===== src/rtl/btn_pkg.sv =====
// Shared types and default timing for the push-button front end.
// Default constants assume a 50 MHz system clock.
package btn_pkg;

   localparam int CLK_HZ           = 50_000_000;
   localparam int DEF_SYNC_STAGES  = 2;
   localparam int DEF_DEBOUNCE_CYC = 1_000_000;   // 20 ms
   localparam int DEF_REPEAT_DLY   = 25_000_000;  // 500 ms
   localparam int DEF_REPEAT_RATE  = 5_000_000;   // 100 ms
   localparam int DEF_CNT_W        = 25;

   typedef enum logic [1:0] {
      ST_RELEASED = 2'd0,
      ST_PRESSED  = 2'd1,
      ST_REPEAT   = 2'd2
   } chan_state_e;

   // Bits needed to hold values 0..max_val.
   function automatic int cnt_width(input int max_val);
      return (max_val < 2) ? 1 : $clog2(max_val + 1);
   endfunction

   function automatic int max3(input int a, input int b, input int c);
      int m;
      m = (a > b) ? a : b;
      return (m > c) ? m : c;
   endfunction

endpackage


===== src/rtl/btn_debounce_chan.sv =====
// One button channel: input synchroniser, debounce FSM and hold-to-repeat timer.
// Outputs are registered single-cycle pulses plus the accepted level.
module btn_debounce_chan
   import btn_pkg::*;
#(
   parameter int SYNC_STAGES  = DEF_SYNC_STAGES,
   parameter int DEBOUNCE_CYC = DEF_DEBOUNCE_CYC,
   parameter int REPEAT_DLY   = DEF_REPEAT_DLY,
   parameter int REPEAT_RATE  = DEF_REPEAT_RATE,
   parameter int CNT_W        = DEF_CNT_W
) (
   input  logic clk,
   input  logic rst,
   input  logic btn_raw,
   input  logic repeat_en,
   output logic level,
   output logic press,
   output logic rel
);

   localparam logic [1:0] S_RELEASED = 2'(ST_RELEASED);
   localparam logic [1:0] S_PRESSED  = 2'(ST_PRESSED);
   localparam logic [1:0] S_REPEAT   = 2'(ST_REPEAT);

   localparam logic [CNT_W-1:0] DEB_LAST  = CNT_W'(DEBOUNCE_CYC - 1);
   localparam logic [CNT_W-1:0] DLY_LAST  = CNT_W'(REPEAT_DLY - 1);
   localparam logic [CNT_W-1:0] RATE_LAST = CNT_W'(REPEAT_RATE - 1);

   logic [SYNC_STAGES-1:0] sync_reg;
   logic                   s;

   logic [1:0]       state_reg, state_next;
   logic [CNT_W-1:0] cnt_reg, cnt_next;
   logic [CNT_W-1:0] rcnt_reg, rcnt_next;
   logic [CNT_W-1:0] hold_last;
   logic             level_reg, level_next;
   logic             press_reg, press_next;
   logic             rel_reg, rel_next;

   always_ff @(posedge clk) begin
      if (rst) begin
         sync_reg <= '0;
      end else begin
         sync_reg <= {sync_reg[SYNC_STAGES-2:0], btn_raw};
      end
   end

   assign s = sync_reg[SYNC_STAGES-1];

   assign hold_last = (state_reg == S_REPEAT) ? RATE_LAST : DLY_LAST;

   always_comb begin
      state_next = state_reg;
      cnt_next   = cnt_reg;
      rcnt_next  = rcnt_reg;
      level_next = level_reg;
      press_next = 1'b0;
      rel_next   = 1'b0;
      case (state_reg)
         S_RELEASED: begin
            rcnt_next = '0;
            if (!s) begin
               cnt_next = '0;
            end else if (cnt_reg == DEB_LAST) begin
               state_next = S_PRESSED;
               level_next = 1'b1;
               press_next = 1'b1;
               cnt_next   = '0;
            end else begin
               cnt_next = cnt_reg + 1'b1;
            end
         end
         S_PRESSED, S_REPEAT: begin
            if (s) begin
               cnt_next = '0;
            end else if (cnt_reg == DEB_LAST) begin
               state_next = S_RELEASED;
               level_next = 1'b0;
               rel_next   = 1'b1;
               cnt_next   = '0;
            end else begin
               cnt_next = cnt_reg + 1'b1;
            end
            // Repeat timer only advances on clean high samples, so a bouncing release freezes it.
            if (!repeat_en) begin
               rcnt_next = '0;
               if (state_next == S_REPEAT) begin
                  state_next = S_PRESSED;
               end
            end else if (s) begin
               if (rcnt_reg == hold_last) begin
                  press_next = 1'b1;
                  rcnt_next  = '0;
                  state_next = S_REPEAT;
               end else begin
                  rcnt_next = rcnt_reg + 1'b1;
               end
            end
         end
         default: begin
            state_next = S_RELEASED;
            cnt_next   = '0;
            rcnt_next  = '0;
            level_next = 1'b0;
         end
      endcase
   end

   always_ff @(posedge clk) begin
      if (rst) begin
         state_reg <= S_RELEASED;
         cnt_reg   <= '0;
         rcnt_reg  <= '0;
         level_reg <= 1'b0;
         press_reg <= 1'b0;
         rel_reg   <= 1'b0;
      end else begin
         state_reg <= state_next;
         cnt_reg   <= cnt_next;
         rcnt_reg  <= rcnt_next;
         level_reg <= level_next;
         press_reg <= press_next;
         rel_reg   <= rel_next;
      end
   end

   assign level = level_reg;
   assign press = press_reg;
   assign rel   = rel_reg;

endmodule


===== src/rtl/btn_debounce_ctrl.sv =====
// N-channel button front end: per-channel debounce plus a registered
// highest-index-wins press encoder for the operator FSM.
module btn_debounce_ctrl
   import btn_pkg::*;
#(
   parameter int N_BTN        = 4,
   parameter int SYNC_STAGES  = DEF_SYNC_STAGES,
   parameter int DEBOUNCE_CYC = DEF_DEBOUNCE_CYC,
   parameter int REPEAT_DLY   = DEF_REPEAT_DLY,
   parameter int REPEAT_RATE  = DEF_REPEAT_RATE,
   parameter int CNT_W        = DEF_CNT_W
) (
   input  logic             clk,
   input  logic             rst,
   input  logic [N_BTN-1:0] btn_i,
   input  logic             repeat_en,
   output logic [N_BTN-1:0] btn_level_o,
   output logic [N_BTN-1:0] btn_press_o,
   output logic [N_BTN-1:0] btn_release_o,
   output logic [N_BTN-1:0] btn_code_o,
   output logic             code_valid_o
);

   localparam int MAX_CNT = max3(DEBOUNCE_CYC, REPEAT_DLY, REPEAT_RATE);

   if (SYNC_STAGES < 2 || SYNC_STAGES > 4) begin : g_err_sync
      $fatal(1, "btn_debounce_ctrl: SYNC_STAGES must be 2..4");
   end
   if (DEBOUNCE_CYC < 2) begin : g_err_deb
      $fatal(1, "btn_debounce_ctrl: DEBOUNCE_CYC must be >= 2");
   end
   if (REPEAT_RATE < 1 || REPEAT_DLY < 1) begin : g_err_rep
      $fatal(1, "btn_debounce_ctrl: REPEAT_RATE and REPEAT_DLY must be >= 1");
   end
   if (CNT_W < cnt_width(MAX_CNT)) begin : g_err_cnt
      $fatal(1, "btn_debounce_ctrl: CNT_W too small for timing constants");
   end

   logic [N_BTN-1:0] chan_level;
   logic [N_BTN-1:0] chan_press;
   logic [N_BTN-1:0] chan_rel;

   genvar gi;
   generate
      for (gi = 0; gi < N_BTN; gi++) begin : g_chan
         btn_debounce_chan #(
            .SYNC_STAGES (SYNC_STAGES),
            .DEBOUNCE_CYC(DEBOUNCE_CYC),
            .REPEAT_DLY  (REPEAT_DLY),
            .REPEAT_RATE (REPEAT_RATE),
            .CNT_W       (CNT_W)
         ) u_chan (
            .clk      (clk),
            .rst      (rst),
            .btn_raw  (btn_i[gi]),
            .repeat_en(repeat_en),
            .level    (chan_level[gi]),
            .press    (chan_press[gi]),
            .rel      (chan_rel[gi])
         );
      end
   endgenerate

   // Ascending scan lets the highest-index press overwrite lower ones.
   logic [N_BTN-1:0] code_next;
   always_comb begin
      code_next = '0;
      for (int i = 0; i < N_BTN; i++) begin
         if (chan_press[i]) begin
            code_next    = '0;
            code_next[i] = 1'b1;
         end
      end
   end

   logic [N_BTN-1:0] level_reg, press_reg, rel_reg, code_reg;
   logic             valid_reg;

   always_ff @(posedge clk) begin
      if (rst) begin
         level_reg <= '0;
         press_reg <= '0;
         rel_reg   <= '0;
         code_reg  <= '0;
         valid_reg <= 1'b0;
      end else begin
         level_reg <= chan_level;
         press_reg <= chan_press;
         rel_reg   <= chan_rel;
         code_reg  <= code_next;
         valid_reg <= |code_next;
      end
   end

   assign btn_level_o   = level_reg;
   assign btn_press_o   = press_reg;
   assign btn_release_o = rel_reg;
   assign btn_code_o    = code_reg;
   assign code_valid_o  = valid_reg;

endmodule


===== config.mk =====
export PLATFORM = sky130hd
export DESIGN_NAME = btn_debounce_ctrl
export DESIGN_NICKNAME = d
export VERILOG_FILES = /design/src/rtl/btn_pkg.sv /design/src/rtl/btn_debounce_chan.sv /design/src/rtl/btn_debounce_ctrl.sv
export SDC_FILE = /design/constraint.sdc
export NUM_CORES = 1
export LEC_CHECK = 0
export ABC_AREA = 1
export CAP_MARGIN = 15
export CORE_MARGIN = 5
export CORE_UTILIZATION = 60
export CTS_CLUSTER_SIZE = 16
export DETAILED_ROUTE_END_ITERATION = 10
export GPL_TIMING_DRIVEN = 0
export PLACE_DENSITY = 0.76
export SYNTH_ARGS = -nofsm -noshare
export SYNTH_HDL_FRONTEND = slang
export SYNTH_SLANG_ARGS = --single-unit

===== constraint.sdc =====
create_clock -name clk -period 2.7 [get_ports clk]
set_clock_uncertainty 0.15 [all_clocks]
set_input_delay 0.27 -clock clk [delete_from_list [all_inputs] [get_ports clk]]
set_output_delay 0.27 -clock clk [all_outputs]
set_load 0.02 [all_outputs]

==> results.tsv, run 1 <==
metric	value	unit
ctsRootBufferMaster	clkbuf_16	
drt-pass1-iter-count	5	
ios	24	
antenna_found_initial	0	
grt_pass1_vias	10200	
hold_depth	3	
cts-buffers-inserted	27	
finalWirelength	26500	um
synth_top_family_by_area	simple AND/OR/NAND/NOR gates	
whs_endpoint	g_chan[3].u_chan.sync_reg[0]$_SDFF_PP0_	
layout-drive-gt1-share	0.0766	
yosys_warnings	0	
cts_sinks	244	
dieWidth	153	um
leakage	0.00490	uW
synth_ff_type	dfxtp_1	
grtUsageTotal	0.218	
fin_cells	2072	
cts_tree	built	
setup_slack	265	ps
cts_setup_buffers	0	
synth_mux_area_frac	0	
reg2reg_to	g_chan[0].u_chan.rcnt_reg[3]$_SDFFE_PP0P_	
place_ws	182	ps
placed_cells	2025	
die_area	0.0233	mm^2
ys_types	53	
synth_area_leader_cell	dfxtp_1	
syn_avg_cell_area	7.05	um^2
hold_buffers	0	
vias	11000	
wl_per_cell	12.8	um
fp-row-count	52	
finalSetupViolations	0	
slew_headroom	0.554	
final_common_cell	nand2_1	
hold_path_startpoint	btn_i[3]	
p_sw	1580	uW
final_cell_mix	nand2_1 (314), nor2_1 (261), inv_1 (252), dfxtp_1 (244), nor3_1 (103)	
clock_latency	520	ps
grt_max_degree	13	
fin_util	0.677	
maxCapViolCount	0	
finalHoldViolCount	0	
async_reset_ff_frac	0	
internal-power	5730	uW
drt-initial-drc-count	777	
path_max_fanout	10	
cp_data_arrival_time	2730	ps
max_clock_freq	411	MHz
start_kind	flip-flop	
grt_overflow	0	
portBuffers	23	
sw_frac_of_total	0.217	
synth-simple-area-share	0.358	
hpwl	19500	um
finalSetupTns	0	ps
die_h	153	um
grt_pass1_wl	45100	um
finalMaxSlewViolations	0	
synthTopCellsByArea	dfxtp_1 (40%), nand2_1 (9.7%), nor2_1 (8.0%)	
tightest_slew	664	ps
antenna_cells	0	
power_density	538	mW/mm^2
finalCritPeriodShare	0.902	
vias_per_cell	5.30	
p_comb_frac	0.033	
rsz0062_at_grt	no	
vdd_drop_max	609	uV
r2r-start	g_chan[0].u_chan.state_reg[1]$_SDFFE_PP0P_	
end_kind	flip-flop	
synth.top_cell.area_share	0.400	
syn_nets	1759	
synth_area	0.0122	mm^2
ys_seq_area_frac	0.400	
synth_seq_cells	244	
ant_nets	0	
sequentialPowerShare	0.496	
gp_congestion	0.964	
clkTransAtPathRegs	60	ps
fillerInstances	1775	
synth_compound_area_frac	0.0926	
synthAdderAreaFrac	0.0205	
cts_resized	0	
drc_errors	0	
cp_data_required_time	2990	ps
cts_buffer_depth	3	
synth-edff-count	0	
power.share.clock	0.471	
finalCriticalPeriod	2440	ps
hold_class	in2reg	
initial_core_util	0.607	
syn_to_final_growth	11.6	%
critPathKind	reg2reg	
nets	1811	
postSynthCellCount	1732	
cts_max_level	1	
rr_worst_depth	7	
synth_xor_area_frac	0.0380	
r2r_setup_slack	260	ps
core_area	0.0201	mm^2
outcome	finished, final reports clean	
-- power groups by stage --
stage / logic, uW / clock network, uW / registers [uW]
2_1_floorplan: 172 / 0 / 3710
3_3_place_gp: 236 / 0 / 3710
3_5_place_dp: 240 / 0 / 3710
4_1_cts: 242 / 3530 / 3630
5_1_grt: 272 / 3700 / 3630
6_report: 242 / 3440 / 3630
-- stage by stage --
stage / cell area [um^2] / total power, uW / hold slack (ps)
floorplan: 12200 / 3880 / 227
global placement: 12800 / 3950 / 244
detailed placement: 12800 / 3950 / 246
CTS: 13600 / 7400 / 97.8
global route: 13600 / 7600 / 103
finish: 13600 / 7320 / 111
-- worst max-delay path, cell delays in order (launching register included) --
cell and delay [ps]:
dfxtp_1 430, inv_1 70, ha_1 360, inv_1 110, nor3_1 460, nand2_1 370
buf_4 290, nor3_1 120
-- routing by layer --
layer	part of all wire	track usage	up-vias
li1	-	-	5751
met1	0.48	0.301	4977
met2	0.46	0.363	219
met3	0.045	0.0281	34
met4	0.016	0.0569	0
met5	0	0	-
-- final cells by class --
cell class | instances | area [um^2] | share of cell area
Buffer | 25 | 128 | 0.00937
Sequential cell | 244 | 4880 | 0.359
Multi-Input combinational cell | 1204 | 6220 | 0.457
Timing Repair Buffer | 23 | 230 | 0.0169
Inverter | 259 | 972 | 0.0714
Clock buffer | 40 | 805 | 0.0591
Clock inverter | 7 | 37.5 | 0.00276
Tap cell | 270 | 338 | 0.0248
-- logic make-up (layout without fill, tap and decap cells) --
logic type,count (synthesis),count (layout)
AOI/OAI and AO/OA,197,197
xor gates and xnor gates,53,53
adders and majority gates,20,20
buffers and inverters,284,354
DFF,244,244
and+or+nand+nor,934,934
-- synth_stat cells (all sizes together) (2+ instances only) --
| cell | count |
|---|---|
| nand4 | 57 |
| o21ai | 45 |
| a41oi | 2 |
| o21a | 3 |
| o22ai | 2 |
| nor3b | 17 |
| buf | 22 |
| and3 | 6 |
| a211oi | 17 |
| nor4 | 14 |
| or2 | 12 |
| dfxtp | 244 |
| nand2 | 320 |
| clkbuf | 3 |
| xnor2 | 16 |
| nor2 | 289 |
| inv | 259 |
| xor2 | 37 |
| a31oi | 17 |
| a21oi | 94 |
| nor3 | 112 |
| o221ai | 2 |
| o21bai | 5 |
| nand3 | 105 |
| a221oi | 5 |
| ha | 20 |
-- worst max path at each step --
| stage | endpoint | start | slack (ps) | cells past startpoint |
|---|---|---|---|---|
| 3_5_place_dp | g_chan[3].u_chan.rcnt_reg[3]$_SDFFE_PP0P_ | repeat_en | 180 | 9 |
| 4_1_cts | g_chan[2].u_chan.rcnt_reg[14]$_SDFFE_PP0P_ | g_chan[2].u_chan.state_reg[1]$_SDFFE_PP0P_ | 250 | 9 |
| 2_1_floorplan | g_chan[2].u_chan.rcnt_reg[3]$_SDFFE_PP0P_ | g_chan[2].u_chan.state_reg[1]$_SDFFE_PP0P_ | 780 | 9 |
| 6_report | g_chan[0].u_chan.rcnt_reg[3]$_SDFFE_PP0P_ | g_chan[0].u_chan.state_reg[1]$_SDFFE_PP0P_ | 260 | 7 |
| 5_1_grt | g_chan[2].u_chan.rcnt_reg[14]$_SDFFE_PP0P_ | g_chan[2].u_chan.state_reg[1]$_SDFFE_PP0P_ | 40 | 9 |
| 3_3_place_gp | g_chan[3].u_chan.rcnt_reg[12]$_SDFFE_PP0P_ | repeat_en | 220 | 9 |
Power figures use the tool's default switching activity.
==> run 2: changes to the inputs <==
--- a/config.mk
+++ b/config.mk
@@ -9,9 +9,9 @@
 export CAP_MARGIN = 15
 export CORE_MARGIN = 5
-export CORE_UTILIZATION = 60
+export CORE_UTILIZATION = 30
 export CTS_CLUSTER_SIZE = 16
 export DETAILED_ROUTE_END_ITERATION = 10
 export GPL_TIMING_DRIVEN = 0
-export PLACE_DENSITY = 0.76
+export PLACE_DENSITY = 0.43
 export SYNTH_ARGS = -nofsm -noshare
 export SYNTH_HDL_FRONTEND = slang
--- a/constraint.sdc
+++ b/constraint.sdc
@@ -3,3 +3,3 @@
 set_input_delay 0.27 -clock clk [delete_from_list [all_inputs] [get_ports clk]]
 set_output_delay 0.27 -clock clk [all_outputs]
-set_load 0.02 [all_outputs]
+set_load 0.005 [all_outputs]
==> run 2 against run 1 <==
- first-iteration DRC count down 26%
- hold slack worse by 8.7 ps
- combinational power is 2% higher
- cell area up 3.7%
- maximum frequency grew 0.14%
- global-route usage down 8.5 points
- die area increased by 92%
- register-to-register slack about the same
- non-clock buffer count stayed put
- critical path depth increased by 2
- critical path type unchanged
- largest power group is now clock
==> results.tsv, run 2 (synthesis gave the netlist of run 1 again) <==
metric	value	unit	change
end_kind	flip-flop		unchanged
finalHoldViolCount	0		unchanged
slew_headroom	0.508		was 0.554
syn_to_final_growth	15.7	%	was 11.6%
clkTransAtPathRegs	60	ps	about the same
drt-pass1-iter-count	5		unchanged
rr_worst_depth	9		was 7
grt_overflow	0		unchanged
vdd_drop_max	365	uV	was 609 uV
final_common_cell	nand2_1		unchanged
dieWidth	212	um	was 153 um
path_max_fanout	10		unchanged
finalCriticalPeriod	2430	ps	was 2440 ps
grt_max_degree	16		was 13
drc_errors	0		unchanged
tightest_slew	732	ps	was 664 ps
grtUsageTotal	0.133		was 0.218
ctsRootBufferMaster	clkbuf_16		unchanged
antenna_found_initial	0		unchanged
drt-initial-drc-count	577		was 777
die_area	0.0448	mm^2	was 0.0233 mm^2
ant_nets	0		unchanged
power_density	566	mW/mm^2	was 538 mW/mm^2
use_met2	0.210		was 0.363
final_cell_mix	nand2_1 (314), nor2_1 (261), inv_1 (252), dfxtp_1 (244), nor3_1 (102)		was nand2_1 (314), nor2_1 (261), inv_1 (252), dfxtp_1 (244), nor3_1 (103)
finalMaxSlewViolations	0		unchanged
die_h	212	um	was 153 um
initial_core_util	0.305		was 0.607
clock_latency	570	ps	was 520 ps
finalWirelength	29900	um	was 26500 um
finalSetupViolations	0		unchanged
vias_per_cell	4.65		was 5.30
grt_util_met1	0.192		was 0.301
ios	24		unchanged
finalCritPeriodShare	0.901		was 0.902
max_clock_freq	411	MHz	about the same
leakage	0.00500	uW	was 0.00490 uW
outcome	finished, final reports clean		unchanged
hold_depth	3		unchanged
antenna_cells	0		unchanged
core_area	0.0400	mm^2	was 0.0201 mm^2
cts_sinks	244		unchanged
cp_data_required_time	3020	ps	was 2990 ps
hold_class	in2reg		unchanged
top_usage_layer	met2		unchanged
vias	10900		was 11000
cts_max_level	1		unchanged
placed_cells	2280		was 2025
grt_pass1_vias	10300		was 10200
cts-buffers-inserted	30		was 27
maxCapViolCount	0		unchanged
grt_pass1_wl	50900	um	was 45100 um
total_power	7990	uW	was 7320 uW
cts_buffer_depth	3		unchanged
layout-drive-gt1-share	0.0812		was 0.0766
cp_data_arrival_time	2760	ps	was 2730 ps
nets	1814		was 1811
use_met3	0.0209		was 0.0281
cts_tree	built		unchanged
fp-row-count	73		was 52
start_kind	flip-flop		unchanged
wl_per_cell	12.8	um	about the same
fin_cells	2335		was 2072
gp_congestion	0.816		was 0.964
critPathKind	reg2reg		unchanged
portBuffers	23		unchanged
hpwl	22300	um	was 19500 um
cts_setup_buffers	0		unchanged
rsz0062_at_grt	no		unchanged
==> run 2: final timing paths <==
check | from | end | slack (ps)
min | btn_i[1] | g_chan[1].u_chan.sync_reg[0]$_SDFF_PP0_ | 100
max reg2reg | g_chan[2].u_chan.state_reg[0]$_SDFFE_PP0P_ | g_chan[2].u_chan.rcnt_reg[14]$_SDFFE_PP0P_ | 270
min reg2reg | g_chan[0].u_chan.rel$_SDFF_PP0_ | btn_release_o[0]$_SDFF_PP0_ | 250
max | g_chan[2].u_chan.state_reg[0]$_SDFFE_PP0P_ | g_chan[2].u_chan.rcnt_reg[14]$_SDFFE_PP0P_ | 270
==> run 2: critical path, cell delays in order (launching register included) <==
cell,delay (ps)
dfxtp_1,360
inv_1,100
ha_1,370
inv_1,120
nor3_2,240
inv_1,200
nor2_2,320
inv_2,90
buf_2,210
nor3_1,180
==> run 2: layout make-up <==
cell class | count | area (um^2)
plain buffers | 25 | 128
clock buffers | 46 | 921
clock inverters | 9 | 106
fillers | 4280 | 25900
inverters | 259 | 972
multi-input cells | 1204 | 6220
flip-flops and latches | 244 | 4880
well taps | 525 | 657
repair buffers | 23 | 230
==> run 2: power by group <==
part | leakage, uW | switching (uW) | total [uW] | internal [uW]
Combinational | 0.00252 | 174 | 248 | 74.0
Sequential | 0.00197 | 14.5 | 3630 | 3620
Clock | 0.000513 | 1590 | 4110 | 2520
==> run 2: metal layers <==
layer  wire length (um)  up-vias
li1                   -     5771
met1              15500     4911
met2              12800      132
met3                967       40
met4                652        0
met5                  0        -
==> run 2: metrics by stage <==
| stage | cell area [um^2] | worst slack (ps) | util | TNS, ps | hold WS [ps] |
|---|---|---|---|---|---|
| CTS | 14100 | 60.4 | 0.353 | 0 | 53.3 |
| floorplan | 12200 | 783 | - | 0 | 227 |
| global route | 14100 | 54.8 | 0.353 | 0 | 95.5 |
| finish | 14100 | 268 | 0.353 | 0 | 103 |
| detailed placement | 13100 | -76.3 | 0.327 | -357 | 247 |
| global placement | 13100 | -100 | 0.327 | -803 | 248 |
==> run 2: timing repair <==
item	CTS	global route
gates resized for setup	0	1
setup endpoints to repair	0	19
hold buffers	0	0
